**config.mk**
```make
export PLATFORM = sky130hd
export DESIGN_NAME = dual_core_mem_arbiter
export DESIGN_NICKNAME = d
export VERILOG_FILES = /design/src/rtl/dual_core_mem_arbiter.sv
export SDC_FILE = /design/constraint.sdc
export NUM_CORES = 1
export LEC_CHECK = 0
export ABC_AREA = 1
export BUFFER_PORTS_ARGS = -buffer_cell sky130_fd_sc_hd__clkbuf_2
export CAP_MARGIN = 40
export CORE_AREA = 2 2 171 173
export DETAILED_ROUTE_END_ITERATION = 12
export DIE_AREA = 0 0 173 175
export GPL_ROUTABILITY_DRIVEN = 0
export PLACE_DENSITY = 0.45
export SYNTH_ARGS = -nofsm -noshare
export SYNTH_HDL_FRONTEND = slang
export SYNTH_SLANG_ARGS = --single-unit
```
**constraint.sdc**
```tcl
create_clock -name CLK -period 2.35 [get_ports CLK]
set_clock_uncertainty 0.05 [all_clocks]
set_input_delay 0.47 -clock CLK [delete_from_list [all_inputs] [get_ports CLK]]
set_output_delay 0.47 -clock CLK [all_outputs]
set_load 0.05 [all_outputs]
```
**src/rtl/dual_core_mem_arbiter.sv**
```systemverilog
// -----------------------------------------------------------------------------
// dual_core_mem_arbiter
//
// Purpose:
//   Shares a single RAM port between four requesters: the icache and dcache
//   ports of two cores. Data requests beat instruction requests. A round-robin
//   pointer picks which core wins within a class. Once a requester is granted,
//   it owns the RAM until the RAM reports ACCESS or the requester drops its
//   request.
//
// Handshake (request/wait):
//   A requester raises its request (iREN, or dREN/dWEN) and holds it, with
//   address and store data, until it samples wait=0. In that cycle the
//   transfer completes and, for reads, the load bus carries the data. While
//   the request is asserted and the transfer is not completing, wait reads 1.
//   If the requester drops its request early, the transaction is abandoned
//   and no completion is signalled.
//
// Ports:
//   CLK, nRST          clock (rising edge) and async active-low reset
//   iREN/iaddr         per-core instruction read request and address
//   iwait/iload        per-core instruction wait flag and read data
//   dREN/dWEN          per-core data read / write request
//   daddr/dstore       per-core data address and write data
//   dwait/dload        per-core data wait flag and read data
//   ramREN/ramWEN      RAM read / write enables
//   ramaddr/ramstore   RAM address and write data
//   ramload/ramstate   RAM read data and status (FREE/BUSY/ACCESS/ERROR)
//   dbg_busy           1 while a grant is held (FSM in BUSY)
//   dbg_rr_ptr         current round-robin pointer (core index)
// -----------------------------------------------------------------------------
module dual_core_mem_arbiter #(
  parameter int WORD_W = 32,
  parameter int CORES  = 2   // only 2 is supported: core index is one bit
) (
  input  logic                         CLK,
  input  logic                         nRST,
  // instruction cache side
  input  logic [CORES-1:0]             iREN,
  input  logic [CORES-1:0][WORD_W-1:0] iaddr,
  output logic [CORES-1:0]             iwait,
  output logic [CORES-1:0][WORD_W-1:0] iload,
  // data cache side
  input  logic [CORES-1:0]             dREN,
  input  logic [CORES-1:0]             dWEN,
  input  logic [CORES-1:0][WORD_W-1:0] daddr,
  input  logic [CORES-1:0][WORD_W-1:0] dstore,
  output logic [CORES-1:0]             dwait,
  output logic [CORES-1:0][WORD_W-1:0] dload,
  // RAM side
  output logic                         ramREN,
  output logic                         ramWEN,
  output logic [WORD_W-1:0]            ramaddr,
  output logic [WORD_W-1:0]            ramstore,
  input  logic [WORD_W-1:0]            ramload,
  input  logic [1:0]                   ramstate,
  // debug visibility of the arbiter FSM
  output logic                         dbg_busy,
  output logic                         dbg_rr_ptr
);

  typedef enum logic {
    IDLE = 1'b0,
    BUSY = 1'b1
  } state_t;

  localparam logic [1:0] RAM_ACCESS = 2'd2;

  // ---------------------------------------------------------------------------
  // State
  // ---------------------------------------------------------------------------
  state_t state;
  logic   rr_ptr;     // core that wins ties within a class
  logic   gnt_core;   // latched owner core
  logic   gnt_d;      // latched owner class: 1 = data, 0 = instruction

  // ---------------------------------------------------------------------------
  // Request decode
  // ---------------------------------------------------------------------------
  logic [CORES-1:0] dreq;
  logic             other;
  logic [CORES-1:0] gnt_oh;
  logic             gnt_active;
  logic             gnt_write;
  logic             done;

  assign dreq   = dREN | dWEN;
  assign other  = ~rr_ptr;
  assign gnt_oh = {{(CORES-1){1'b0}}, 1'b1} << gnt_core;

  // Owner still requesting in its own class; dropping it aborts the grant.
  assign gnt_active = (state == BUSY) &&
                      (gnt_d ? dreq[gnt_core] : iREN[gnt_core]);

  // A data owner with dWEN set writes, even if dREN is also set.
  assign gnt_write = gnt_d & dWEN[gnt_core];

  assign done = gnt_active && (ramstate == RAM_ACCESS);

  // ---------------------------------------------------------------------------
  // Winner selection while IDLE
  // ---------------------------------------------------------------------------
  logic win_core;
  logic win_d;
  logic any_req;

  always_comb begin
    win_core = rr_ptr;
    win_d    = 1'b0;
    any_req  = 1'b1;
    if (dreq[rr_ptr]) begin
      win_core = rr_ptr;
      win_d    = 1'b1;
    end else if (dreq[other]) begin
      win_core = other;
      win_d    = 1'b1;
    end else if (iREN[rr_ptr]) begin
      win_core = rr_ptr;
      win_d    = 1'b0;
    end else if (iREN[other]) begin
      win_core = other;
      win_d    = 1'b0;
    end else begin
      any_req  = 1'b0;
    end
  end

  // ---------------------------------------------------------------------------
  // FSM
  // ---------------------------------------------------------------------------
  always_ff @(posedge CLK or negedge nRST) begin
    if (!nRST) begin
      state    <= IDLE;
      rr_ptr   <= 1'b0;
      gnt_core <= 1'b0;
      gnt_d    <= 1'b0;
    end else begin
      case (state)
        IDLE: begin
          if (any_req) begin
            gnt_core <= win_core;
            gnt_d    <= win_d;
            state    <= BUSY;
          end
        end
        BUSY: begin
          if (!gnt_active) begin
            // abandoned: no completion, pointer untouched
            state <= IDLE;
          end else if (done) begin
            state  <= IDLE;
            rr_ptr <= ~gnt_core;
          end
        end
        default: state <= IDLE;
      endcase
    end
  end

  assign dbg_busy   = (state == BUSY);
  assign dbg_rr_ptr = rr_ptr;

  // ---------------------------------------------------------------------------
  // RAM drive: follows the owner's live inputs, only while it still requests.
  // ---------------------------------------------------------------------------
  always_comb begin
    ramREN   = 1'b0;
    ramWEN   = 1'b0;
    ramaddr  = '0;
    ramstore = '0;
    if (gnt_active) begin
      if (!gnt_d) begin
        ramREN  = 1'b1;
        ramaddr = iaddr[gnt_core];
      end else if (gnt_write) begin
        ramWEN   = 1'b1;
        ramaddr  = daddr[gnt_core];
        ramstore = dstore[gnt_core];
      end else begin
        ramREN  = 1'b1;
        ramaddr = daddr[gnt_core];
      end
    end
  end

  // ---------------------------------------------------------------------------
  // Cache-side wait and load
  // ---------------------------------------------------------------------------
  always_comb begin
    iwait = '0;
    dwait = '0;
    iload = '0;
    dload = '0;
    for (int c = 0; c < CORES; c++) begin
      iwait[c] = iREN[c] & ~(done & ~gnt_d & gnt_oh[c]);
      dwait[c] = dreq[c] & ~(done &  gnt_d & gnt_oh[c]);
      if (done && !gnt_d && gnt_oh[c]) begin
        iload[c] = ramload;
      end
      if (done && gnt_d && gnt_oh[c] && dREN[c] && !dWEN[c]) begin
        dload[c] = ramload;
      end
    end
  end

endmodule

```
==> flow_summary_export.csv, run 1 <==
group,metric,value,unit
clock_tree,numCtsBuffers,3,
setup_path,end_kind,"output pin",
setup_path,crit_slowest_cell,"dfrtp_2",
routing,antenna_left,0,
floorplan,core,28400,um2
sta,fmax,0.394,GHz
clock_tree,cts_tree,"built",
routing,dr.pass1.iters,4,
pwr,ir_drop,0.786,mV
global_routing,grt_overflow,0,
sta,layout_setup_ws,-0.190,ns
placed_design,preCtsSetupSlack,-0.0398,ns
outcome,violations,"setup timing",
sta,fin_tns_setup,-17.17,ns
hold_path,min_to,"dbg_rr_ptr$_DFFE_PN0P_",
synthesis,synth_area,2640,um2
pwr,p_leak,4.22,nW
synthesis,ys_seq_area_frac,0.0380,
routing,drc_errors,0,
clock_tree,clockRootBuffer,"clkbuf_16",
cells_and_area,final_common_cell,"clkbuf_2",
hold_path,min_from,"dbg_rr_ptr$_DFFE_PN0P_",
sta,final-hold-violation-count,0,
sta,holdWs,0.509,ns
clock_tree,cts_max_level,1,
synthesis,synth_seq_cells,4,
cells_and_area,fin_nets,1233,
sta,setup_viol,172,
synthesis,syn_nets,785,
global_routing,grt_max_degree,61,
floorplan,die_area,30300,um2
synthesis,synth.distinct_cells,21,
placed_design,postPlaceCellArea,6610,um2
sta,min_period,2.54,ns
sta,fin_crit_sh,1.08,
cells_and_area,num-fill-cells,2887,
setup_path,worst_ep_arrival_time,2.02,ns
flow_run,drv_cap,0,
setup_path,regToRegEndpoint,"dbg_busy$_DFF_PN0_",
placed_design,io_buffer_count,433,
synthesis,avgSynthCellArea,4.78,um2
setup_path,worst-r2r-setup-slack,0.64,ns
setup_path,worst_path_largest_cell_delay,0.44,ns
clock_tree,cts_sinks,4,
clock_tree,path_clk_slew,0.03,ns
cells_and_area,area_growth,249,%
floorplan,start_util,0.0929,
cells_and_area,drive_gt1_frac,0.706,
setup_path,worstSetupStartpointType,"register",
setup_path,crit_type,"reg2out",
setup_path,r2r-start,"gnt_core$_DFFE_PN0P_",
clock_tree,cts_max_path_buffers,2,
outcome,status,"finished with violations",
cells_and_area,design_area,9190,um2
floorplan,dieHeight,175,um
global_routing,grt_pass1_wl,30200,um
routing,via_per_inst,4.00,
global_routing,antenna_found_initial,1,
floorplan,ios,434,
clock_tree,insertion_delay,0.23,ns
setup_path,crit_required,1.83,ns
hold_path,whs_path_depth,2,
sta,worst_slew_pin_slew,0.350,ns
setup_path,r2r_cells,10,
global_routing,track_usage,0.125,
pwr,powerDensity,933,nW/um2
floorplan,die_w,173,um
synthesis,netlist_instances,551,
sta,slew_violations,0,
placed_design,hpwl,15000,um
floorplan,rows,62,
sta,slew_headroom,0.767,
setup_path,cp_cell_sequence,"buf_4, nor2_4, nand2_2, nand3_2, nor2_4, buf_6, buf_12, nand4_4, buf_12, nor2_2, buf_12",
sta,rsz0062_at_grt,"true",
hold_path,min_path_type,"reg2reg",
routing,vias,5528,
synthesis,ys_warn_count,0,
cells_and_area,postLayoutCoreUtil,0.324,
global_routing,grt_pass1_vias,5675,
setup_path,crit_fanout,32,
cells_and_area,layout_common_cells,"clkbuf_2, nand2_1, buf_8",
routing,wl_per_cell,15.9,um
routing,wirelength,22000,um
routing,drtIter0Drc,123,
setup_path,crit_top_cell,"buf_12",
-- how the worst max path moves through the flow --
stage                               startpoint      endpoint  cells past startpoint  slack, ns
final                     gnt_core$_DFFE_PN0P_     iload[55]                     11      -0.19
after global routing         gnt_d$_DFFE_PN0P_     dload[39]                     11      -0.31
after CTS                 gnt_core$_DFFE_PN0P_     dload[30]                     11      -0.19
after detailed placement               dREN[0]     dload[63]                     10      -0.04
after global placement       gnt_d$_DFFE_PN0P_  ramstore[15]                     10      -0.08
after floorplan             dbg_busy$_DFF_PN0_  ramstore[22]                      6      -0.25
-- cells in the mapped netlist --
cell type    n  area [um2]
a21oi_1     34         170
a31oi_1      4        25.0
buf_2        6        30.0
buf_4        6        45.0
buf_6       11         124
clkbuf_1    20        75.1
dfrtp_1      4         100
inv_1       41         154
inv_2        3        11.3
nand2_1    142         533
nand2_2      1        6.26
nand3_1      1        5.00
nand3_4      1        17.5
nand4_1      1        6.26
nand4_4      2        42.5
nor2_1     200         751
nor2_2       2        12.5
nor2_4       1        11.3
o211a_1     32         320
o21ai_0     38         190
o22ai_1      1        6.26
-- registers in the layout, indices dropped and copies added (netlist names) --
register	cells
gnt_d	1
dbg_rr_ptr	1
gnt_core	1
dbg_busy	1
-- area by class of cell --
class	count	area [um2]	area share
flip-flops and latches	4	103	0.0112
multi-input cells	460	3230	0.351
inverters	44	186	0.0203
well taps	384	480	0.0523
clock buffers	4	78.8	0.00857
diodes	1	2.50	0.000272
repair buffers	486	5110	0.556
-- stage by stage --
step           cells  power, W
6_report        1383   0.00858
5_1_grt         1383   0.00903
4_1_cts         1372   0.00752
3_5_place_dp    1358   0.00632
3_3_place_gp    1358   0.00633
2_1_floorplan    551   0.00418
-- worst max-delay path, delay by kind of cell, from the launching register on --
kind                   cells  cell delay (ns)
buffers and inverters      5             0.81
AND/OR/NAND/NOR            6             0.50
flip-flops                 1             0.44
-- per-layer routing --
metal	share of wire	track usage
met5	0	0
met4	0.031	0.0516
met3	0.075	0.0259
met2	0.54	0.239
met1	0.35	0.134
-- repair_timing --
| action | in CTS | in global routing |
|---|---|---|
| buffers inserted | 4 | 6 |
| hold endpoints to repair | 4 | 0 |
| resized for setup | 290 | 324 |
| hold buffers | 1 | 0 |
| setup endpoints to repair | 196 | 198 |
| cloned | 5 | 6 |
| pin swaps | 7 | 3 |
-- cells by family after synthesis --
family                 after synthesis  synth area share
flip-flops                           4            0.0380
AND/OR/NAND/NOR                    351             0.525
buffers and inverters               87             0.167
AO/OA/AOI/OAI                      109             0.270
-- report_power, final --
part           switching (W)  leakage (nW)  internal (W)
Combinational        0.00492          4.14       0.00322
Sequential         0.0000565        0.0450      0.000107
Clock              0.0000479        0.0382      0.000224
(Power assumes the default switching activity.)
==> run 2: changes to the inputs <==
- CORE_AREA: 2 2 171 173 -> 2 2 168 170
- CTS_BUF_LIST: unset -> sky130_fd_sc_hd__clkbuf_8
- DIE_AREA: 0 0 173 175 -> 0 0 170 172
==> run 2 against run 1 <==
Setup slack gained 0.090 ns. Utilization is 0.19 points lower. Register-to-register slack worse by 0.20 ns. Clock power is 46% lower. Wire length shrank 1.6%. Largest power group unchanged. Combinational power down 3.2%. Critical path depth stayed put. Total power decreased by 4.4%. Non-clock buffer count is 5 lower. The flow still finishes with violations (setup timing). Cell count shrank 3.2%.
==> flow_summary_export.csv, run 2 (synthesis results as in run 1) <==
group,metric,value,unit
global_routing,grt_overflow,0,
pwr,ir_drop,0.747,mV
clock_tree,path_clk_slew,0.03,ns
global_routing,track_usage,0.134,
routing,wl_per_cell,16.1,um
clock_tree,cts_tree,"built",
pwr,internal_power,0.00330,W
sta,slew_violations,0,
clock_tree,clockRootBuffer,"clkbuf_8",
clock_tree,insertion_delay,0.22,ns
setup_path,r2r-start,"gnt_core$_DFFE_PN0P_",
floorplan,rows,61,
setup_path,worst_ep_arrival_time,1.93,ns
global_routing,grt_max_degree,61,
sta,setup_viol,125,
placed_design,io_buffer_count,433,
sta,fin_tns_setup,-5.17,ns
floorplan,core,27500,um2
sta,rsz0062_at_grt,"true",
setup_path,worst-r2r-setup-slack,0.44,ns
pwr,power,0.00820,W
floorplan,ios,434,
setup_path,worstSetupStartpoint,"gnt_core$_DFFE_PN0P_",
pwr,p_sw,0.00490,W
floorplan,start_util,0.0959,
pwr,clkPwrFrac,0.018,
routing,drtIter0Drc,177,
cells_and_area,final_cells,1339,
routing,via_per_inst,4.12,
routing,antenna_left,0,
placed_design,dp.cells,1323,
outcome,status,"finished with violations",
global_routing,antenna_found_initial,0,
cells_and_area,final_common_cell,"clkbuf_2",
clock_tree,cts_sinks,4,
pwr,p_leak,4.13,nW
routing,vias,5519,
global_routing,grt-busiest-layer,"met2",
pwr,switching_share,0.598,
hold_path,min_path_type,"in2async",
sta,worst_slew_pin_slew,0.359,ns
cells_and_area,fin_nets,1228,
clock_tree,cts_max_path_buffers,2,
setup_path,crit_required,1.83,ns
floorplan,die_area,29200,um2
global_routing,use_met1,0.139,
setup_path,end_kind,"output pin",
global_routing,use_met3,0.0325,
clock_tree,numCtsBuffers,3,
outcome,violations,"setup timing",
cells_and_area,layout_common_cells,"clkbuf_2, nand2_1, buf_8",
setup_path,r2r_cells,11,
sta,layout_setup_ws,-0.0997,ns
global_routing,grt_pass1_wl,30200,um
global_routing,use_met2,0.266,
pwr,seqPwrFrac,0.020,
sta,slew_headroom,0.760,
sta,final-hold-violation-count,0,
floorplan,die_w,170,um
setup_path,crit_type,"reg2out",
cells_and_area,drive_gt1_frac,0.700,
setup_path,worstSetupStartpointType,"register",
routing,dr.pass1.iters,4,
cells_and_area,area_growth,235,%
placed_design,preCtsSetupSlack,-0.0594,ns
global_routing,grt_pass1_vias,5394,
placed_design,hpwl,15500,um
pwr,powerDensity,927,nW/um2
setup_path,crit_fanout,8,
clock_tree,cts_max_level,1,
routing,wirelength,21600,um
sta,fmax,0.408,GHz
setup_path,regToRegEndpoint,"dbg_busy$_DFF_PN0_",
pwr,p_comb_frac,0.962,
floorplan,dieHeight,172,um
sta,min_period,2.45,ns
sta,fin_crit_sh,1.04,
flow_run,drv_cap,0,
cells_and_area,n_antenna_cell,0,
sta,holdWs,0.00583,ns
routing,drc_errors,0,
[run 2: cell types whose count changed in the layout (fill, tap and decap cells not counted), sizes merged]
cell,previous run,this run
buf,234,220
clkbuf,255,264
diode,1,0
dlygate4sd3,1,0
inv,44,45
[run 2: final cells by class]
type / count / area [um2]
clock buffers: 3 / 41.3
clock inverters: 1 / 3.75
fillers: 2802 / 18600
inverters: 44 / 168
multi-input cells: 460 / 3140
flip-flops and latches: 4 / 101
well taps: 346 / 433
repair buffers: 481 / 4960
[run 2: layer usage]
layer | vias to the layer above | wire [um]
met2 | 301 | 11800
met1 | 2583 | 7710
met5 | - | 0
met3 | 20 | 1740
li1 | 2615 | -
met4 | 0 | 382
[run 2: critical path, stage by stage, from the launching register on]
cell     delay (ns)
dfrtp_2        0.47
nand2_2        0.09
inv_2          0.04
nand2_2        0.05
nand3_2        0.09
nor2_4         0.14
buf_6          0.15
nand3_4        0.10
buf_12         0.16
buf_16         0.16
nor2_4         0.11
buf_12         0.14
[run 2: worst max path at each step]
stage | cells past startpoint | end | slack (ns)
after floorplan | 6 | ramstore[22] | -0.25
after global placement | 10 | ramstore[29] | -0.05
after detailed placement | 10 | ramstore[23] | -0.06
after CTS | 11 | iload[24] | -0.15
after global routing | 11 | ramstore[10] | -0.21
final | 11 | iload[31] | -0.1
[run 2: timing repair]
action,4_1_cts,5_1_grt
hold buffers,0,0
setup endpoints to repair,195,196
cloned,6,0
buffers inserted,5,1
pin swaps,1,3
resized for setup,398,186
[run 2: per-stage QoR]
step                utilization  instance area (um2)
floorplan                     -                 3030
global placement          0.234                 6440
detailed placement        0.234                 6440
CTS                       0.306                 8410
global route              0.322                 8840
finish                    0.322                 8840
[run 2: power by group through the flow]
stage / combinational [W] / sequential [W] / clock [W]
6_report: 0.00788 / 0.000166 / 0.000148
4_1_cts: 0.00738 / 0.000169 / 0.000153
5_1_grt: 0.00831 / 0.000175 / 0.000159
3_3_place_gp: 0.00630 / 0.000165 / 0
3_5_place_dp: 0.00630 / 0.000168 / 0
2_1_floorplan: 0.00399 / 0.000190 / 0
